File: config.mk
export PLATFORM = sky130hd
export DESIGN_NAME = box_cmd_sequencer
export DESIGN_NICKNAME = d
export VERILOG_FILES = /design/src/rtl/box_cmd_sequencer.sv
export SDC_FILE = /design/constraint.sdc
export NUM_CORES = 1
export LEC_CHECK = 0
export CELL_PAD_IN_SITES_DETAIL_PLACEMENT = 2
export CELL_PAD_IN_SITES_GLOBAL_PLACEMENT = 2
export CORE_MARGIN = 2
export CORE_UTILIZATION = 30
export DETAILED_ROUTE_END_ITERATION = 6
export PLACE_DENSITY_LB_ADDON = 0.1
export SLEW_MARGIN = 20
export SYNTH_ARGS = -nofsm -noshare
export SYNTH_HDL_FRONTEND = slang
export SYNTH_SLANG_ARGS = --single-unit
File: constraint.sdc
create_clock -name Clock -period 2.7 [get_ports Clock]
set_clock_uncertainty 0.15 [all_clocks]
set_input_delay 0.675 -clock Clock [delete_from_list [all_inputs] [get_ports Clock]]
set_output_delay 0.675 -clock Clock [all_outputs]
set_load 0.01 [all_outputs]
File: src/rtl/box_cmd_sequencer.sv
// Walks a command memory and drives the box drawer's load/plot/clear strobes.
// Define SEQ_TIMEOUT_EN to abort a run (sticky oError) when iDone never arrives.
module box_cmd_sequencer #(
    parameter int CMD_COUNT    = 8,
    parameter int PULSE_CYCLES = 2
) (
    input  logic        Clock,
    input  logic        ResetN,
    input  logic        iStart,
    input  logic        iDone,
    output logic [3:0]  oCmdAddr,
    input  logic [17:0] iCmdData,
    output logic        oLoadX,
    output logic        oPlotBox,
    output logic        oBlack,
    output logic [6:0]  oXY_Coord,
    output logic [2:0]  oColour,
    output logic        oBusy,
    output logic        oFinished,
    output logic        oError
);

    localparam logic [3:0] IDLE      = 4'd0;
    localparam logic [3:0] FETCH     = 4'd1;
    localparam logic [3:0] DECODE    = 4'd2;
    localparam logic [3:0] LOADX_HI  = 4'd3;
    localparam logic [3:0] LOADX_LO  = 4'd4;
    localparam logic [3:0] PLOT_HI   = 4'd5;
    localparam logic [3:0] PLOT_LO   = 4'd6;
    localparam logic [3:0] BLACK_HI  = 4'd7;
    localparam logic [3:0] BLACK_LO  = 4'd8;
    localparam logic [3:0] WAIT_DONE = 4'd9;
    localparam logic [3:0] NEXT      = 4'd10;

    localparam logic [3:0] LAST_IDX   = 4'(CMD_COUNT - 1);
    localparam logic [3:0] PULSE_LAST = 4'(PULSE_CYCLES - 1);

    logic [3:0]  state;
    logic [3:0]  nstate;
    logic [3:0]  idx;
    logic [3:0]  pcnt;
    logic [17:0] cmd;
    logic [17:0] cur;
    logic        last;
    logic        pdone;
    logic        in_hi;
    logic        tout;

    // The word is only on iCmdData during DECODE; later states use the copy.
    assign cur   = (state == DECODE) ? iCmdData : cmd;
    assign last  = (idx == LAST_IDX);
    assign pdone = (pcnt == PULSE_LAST);
    assign in_hi = (state == LOADX_HI) || (state == PLOT_HI) ||
                   (state == BLACK_HI);

`ifdef SEQ_TIMEOUT_EN
    logic [14:0] tcnt;

    assign tout = (state == WAIT_DONE) && !iDone && (tcnt == 15'd32766);

    always_ff @(posedge Clock) begin
        if (!ResetN) begin
            tcnt   <= '0;
            oError <= 1'b0;
        end else begin
            if ((state == WAIT_DONE) && (nstate == WAIT_DONE))
                tcnt <= tcnt + 15'd1;
            else
                tcnt <= '0;
            if (tout)
                oError <= 1'b1;
        end
    end
`else
    assign tout   = 1'b0;
    assign oError = 1'b0;
`endif

    always_comb begin
        nstate = state;
        unique case (state)
            IDLE:      if (iStart) nstate = FETCH;
            FETCH:     nstate = DECODE;
            DECODE:    nstate = cur[17] ? BLACK_HI : LOADX_HI;
            LOADX_HI:  if (pdone) nstate = LOADX_LO;
            LOADX_LO:  nstate = PLOT_HI;
            PLOT_HI:   if (pdone) nstate = PLOT_LO;
            PLOT_LO:   nstate = WAIT_DONE;
            BLACK_HI:  if (pdone) nstate = BLACK_LO;
            BLACK_LO:  nstate = WAIT_DONE;
            WAIT_DONE: begin
                if (iDone)
                    nstate = NEXT;
                else if (tout)
                    nstate = IDLE;
            end
            NEXT:      nstate = last ? IDLE : FETCH;
            default:   nstate = IDLE;
        endcase
    end

    // Outputs are registered from nstate so they line up with the state.
    always_ff @(posedge Clock) begin
        if (!ResetN) begin
            state     <= IDLE;
            idx       <= '0;
            pcnt      <= '0;
            cmd       <= '0;
            oCmdAddr  <= '0;
            oLoadX    <= 1'b0;
            oPlotBox  <= 1'b0;
            oBlack    <= 1'b0;
            oXY_Coord <= '0;
            oColour   <= '0;
            oBusy     <= 1'b0;
            oFinished <= 1'b0;
        end else begin
            state     <= nstate;
            oLoadX    <= (nstate == LOADX_HI);
            oPlotBox  <= (nstate == PLOT_HI);
            oBlack    <= (nstate == BLACK_HI);
            oBusy     <= (nstate != IDLE);
            oFinished <= (state == NEXT) && last;
            if (in_hi && (nstate == state))
                pcnt <= pcnt + 4'd1;
            else
                pcnt <= '0;
            if ((state == IDLE) && iStart) begin
                idx      <= '0;
                oCmdAddr <= '0;
            end
            if ((state == NEXT) && !last) begin
                idx      <= idx + 4'd1;
                oCmdAddr <= idx + 4'd1;
            end
            if (state == DECODE)
                cmd <= iCmdData;
            case (nstate)
                LOADX_HI: oXY_Coord <= cur[13:7];
                LOADX_LO, PLOT_HI, PLOT_LO: begin
                    oXY_Coord <= cur[6:0];
                    oColour   <= cur[16:14];
                end
                default: ;
            endcase
        end
    end

endmodule

After elaboration in Yosys (flattened, before gate mapping) --
Cells that the tools add are included.
Storage, ports and cells: register bits 45, input bits 22
Cells by class: add/sub/neg operators 2, eq/ne operators 18, mux-type cells 12, reduce and logical (&&, ||, !) cells 14
Operators with widths (number):
- one-hot mux 4 bit (10 select lines) | 1
- equality test 4 x 3 -> 1 bit (second input constant) | 9
- 2-to-1 mux 4 bit | 7
- 2-to-1 mux 18 bit | 1
- one-hot mux 7 bit (2 select lines) | 1
- equality test 4 x 2 -> 1 bit (second input constant) | 3
- equality test 4 bit (second input constant) | 3
- adder 4 x 1 -> 4 bit (second input constant) | 2
- equality test 4 x 1 -> 1 bit (second input constant) | 2
- equality test 4 bit | 1
- logical AND 1 bit | 4
- zero test 4 bit | 1
- nonzero test 2 bit | 2
- nonzero test 4 bit | 1
- 2-to-1 mux 3 bit | 1
- OR reduction 3 bit | 1
- logical OR 1 bit | 2
- AND reduction 2 bit | 1
- OR reduction 2 bit | 1
- zero test 1 bit | 1
- 2-to-1 mux 1 bit | 1

Logic depth before layout (Yosys ltp) --
depth in word-level cells 7, mapped depth 9

Worst setup path after synthesis --
Ideal clock, no wire load.
kind flip-flop to flip-flop, start point register pcnt[0], end point register oColour[0], arrival time 1.911 ns, required time 2.434 ns, path slack 0.522 ns, cell stages (with the launch flop) 9, clock period less this slack 2.178 ns, path through dfxtp_1 > ha_1 > or3b_1 > nor3_1 > o31a_1 > buf_4 > o21ai_2 > and3_1 > a31o_2
On the way: longest elaborated chain between the ends 5, elaborated cells between the ends (all ways) 9
Ends and longest elaborated chain:
- from (decl) | RTL line 41 | logic [3:0] pcnt;
- from (signal assigned) | RTL line 125 | pcnt <= pcnt + 4'd1;
- equality test 4 x 1 -> 1 bit (*) | RTL line 52 | assign pdone = (pcnt == PULSE_LAST);
- 2-to-1 mux 4 bit, on equally long branches | RTL line 89, 85, 87
- one-hot mux 4 bit (10 select lines) (*) | RTL line 81 | unique case (state)
- equality test 4 x 3 -> 1 bit | RTL line 138 | case (nstate)
- OR reduction 3 bit (*) | RTL line 138
- to (signal assigned) | RTL line 142 | oColour <= cur[16:14];
- to (decl) | RTL line 17 | output logic [2:0] oColour,
Mark *: on every way between the ends. The rest lies on a longest branch, timed or not. A chain may end at the register's enable or synchronous reset.

Final worst setup path --
start point register pcnt[0], end point register oXY_Coord[1]
On the way: longest elaborated chain between the ends 6, elaborated cells between the ends (all ways) 12
Ends and longest elaborated chain:
- equality test 4 x 1 -> 1 bit (*) | RTL line 52
- 2-to-1 mux 4 bit, on equally long branches | RTL line 89, 85, 87
- one-hot mux 4 bit (10 select lines) (*) | RTL line 81
- equality test 4 x 3 -> 1 bit | RTL line 138
- OR reduction 3 bit | RTL line 138
- one-hot mux 7 bit (2 select lines) / nonzero test 2 bit (equally long branches)
- to (signal assigned) | RTL line 139 | LOADX_HI: oXY_Coord <= cur[13:7];
- to (signal assigned) | RTL line 141 | oXY_Coord <= cur[6:0];
- to (decl) | RTL line 16 | output logic [6:0] oXY_Coord,
Marks and branches as above.

==> run metrics <==
Pre-antenna DRT Iters 4; Synth area leaders dfxtp_1, nand2_1, and2_1; number of global-route vias before repair 1881; Die ar. 0.00747 mm²; CTS tree yes; total placed cells including tap cells 348; Final min period 2.49 ns; Detailed Route WL 5.79 mm; First DRT Iteration DRCs 48; GR Overflow Total 0; Vias/cell 5.00; Max VDD drop 0.460 mV; initial antenna violation count 0; Clock Latency Late Sink 0.30 ns; Max Buffers Root-to-Sink 2; Ports 42; Final Wtd Congestion 0.770; sequential area share after synthesis 0.432; PortBufs 40; share of post-route cells with drive strength above 1 0.112; Max Freq 401 MHz; EDFF count, synth 0; Critical path origin pcnt[0]$_SDFF_PN0_; top-count cell post-synth nand2_1; Hold-fix buffers, CTS 0; Net count, final 300; crit end category register; Routed WL per cell 16.3 µm; vias 1780; Initial Utilization 0.305; Final ANT Viol Nets 0; Post-Synth XOR/XNOR Area 0.00859; Finished Layout Cells 356; Startpoint Class register; Synth Area in Simple Gates 0.297; setup TNS 0 ns; status finished clean; PwrDens 902 mW/mm²; DRC violations left 0; Synth Cell Area 0.00204 mm²; first-pass GRT wire length 9.50 mm; Max Slew Vio Count 0; Slew Limit Headroom 0.545; multiplexer share of the synthesized area 0.0344; largest net degree at the start of global routing 38; Yosys top cell area share 0.432; Tcrit/Tclk final 0.923; Worst Min Path Start pcnt[0]$_SDFF_PN0_; core area 0.00668 mm²; worst min path class register to register; post-synth top area cell dfxtp_1; top cells by count, synth nand2_1, dfxtp_1, and2_1; CP required 2.78 ns; crit-path max FO 5; clk root buf clkbuf_8; Total GRT Usage 0.166; Synth Area in Adders 0.0184; R2R Path Start pcnt[0]$_SDFF_PN0_; Max-Cap Viols 0; asr flop ratio synth 0; setup violators final 0; synthesized area per cell 8.75 µm²; Worst-Margin Slew 0.678 ns; Clock Sinks 44; synth-to-layout area growth 29.5%; cells after synthesis 233; post-synth cell types 46; Final Hold Vio Count 0; Mapped Nets 258; Worst Path Arrival 2.58 ns; LEAKAGE 0.00101 µW; post_cts resized 0; Synth Flop Type dfxtp_1; die height 86.5 µm; clk slew on worst S/H paths 0.09 ns; largest family of logic cells by synthesized area simple AND/OR/NAND/NOR gates; ANT cells 0; RSZ-0062 raised after global routing no; cts bufs inserted 5; Die W 86.5 µm; YS warnings 0; Post CTS Setup Buffer Count 0; row count 30; WS Path Type register to register; #FFs+latches synth 44; complex-gate fraction of the synthesized area 0.165; placed wire-length estimate 4.20 mm; CTS H-tree lvls 2
[registers in the layout, summed over array words and instances, names as in the netlist, 3 cells and up]
signal     cells
oXY_Coord      7
state          4
pcnt           4
oColour        3
cmd           17
idx            4
[final timing paths]
path,cells past startpoint,end,slack [ns]
worst max-delay path,7,oXY_Coord[1]$_SDFFE_PN0P_,0.21
worst min-delay path,1,pcnt[0]$_SDFF_PN0_,0.32
worst max register to register,7,oXY_Coord[1]$_SDFFE_PN0P_,0.21
worst min register to register,1,pcnt[0]$_SDFF_PN0_,0.32
[kinds of logic (layout without fill, tap and decap cells)]
logic type	Yosys count	count (layout)
buffers and inverters	17	60
adder cells (fa/ha/maj)	3	3
AO/OA/AOI/OAI	45	45
other	1	1
flip-flops	44	44
XOR/XNOR	2	2
multiplexers	7	7
AND/OR/NAND/NOR	114	114
[through the flow]
stage | util | total power (µW) | area [µm²] | hold slack, ns | setup slack [ns]
CTS | 0.395 | 2420 | 2640 | 0.331 | 0.204
global route | 0.395 | 2570 | 2640 | 0.352 | 0.0349
floorplan | - | 1560 | 2040 | 0.283 | 0.522
global placement | 0.381 | 1950 | 2550 | 0.302 | 0.0363
detailed placement | 0.381 | 1980 | 2550 | 0.311 | -0.0380
finish | 0.395 | 2380 | 2640 | 0.324 | 0.207
[critical path, stage by stage, from the launching register on]
cell and delay (ns):
dfxtp_1 0.39, ha_1 0.18, or3b_1 0.44, nor3_1 0.30, o31ai_1 0.16, nor3_1 0.55
a22oi_1 0.14, o21ai_1 0.12
[cell usage in the layout (no fill, tap or decap), drive strengths merged, types with 2 or more instances in the layout]
cell type      Yosys  final
clkbuf             6      6
a21boi            12     12
nand3              7      7
a21oi              3      3
clkinv             0      2
a22oi              6      6
a31o               3      3
nand2b             6      6
nor2              12     12
nand4              3      3
buf                8      9
nor3b              3      3
nor3               5      5
or4                2      2
o21ai             13     13
dfxtp             44     44
ha                 3      3
mux2i              7      7
nand2             46     46
clkdlybuf4s50      0     40
inv                3      3
o31a               2      2
and2              15     15
nor2b              4      4
and3               6      6
[area by class of cell]
| class | count | area [µm²] |
|---|---|---|
| Fill cell | 772 | 4040 |
| Timing Repair Buffer | 49 | 480 |
| Tap cell | 80 | 100 |
| Clock inverter | 2 | 10.0 |
| Multi-Input combinational cell | 172 | 1080 |
| Clock buffer | 6 | 82.6 |
| Sequential cell | 44 | 881 |
| Inverter | 3 | 11.3 |
[power by group]
part	total [µW]	internal (µW)	leakage, µW	switching, µW
clock	435	205	0.0000510	231
combinational	1090	450	0.000606	640
sequential	857	768	0.000357	88.1
total	2380	1420	0.00101	959
[layer usage]
layer | vias to the layer above | wire, µm | track usage | part of all wire
met2 | 29 | 2920 | 0.292 | 0.50
met4 | 0 | 71 | 0.0469 | 0.012
li1 | 877 | - | - | -
met1 | 869 | 2630 | 0.204 | 0.45
met5 | - | 0 | 0 | 0
met3 | 5 | 164 | 0.0343 | 0.028
No activity file was read; power rests on OpenSTA's default activity.
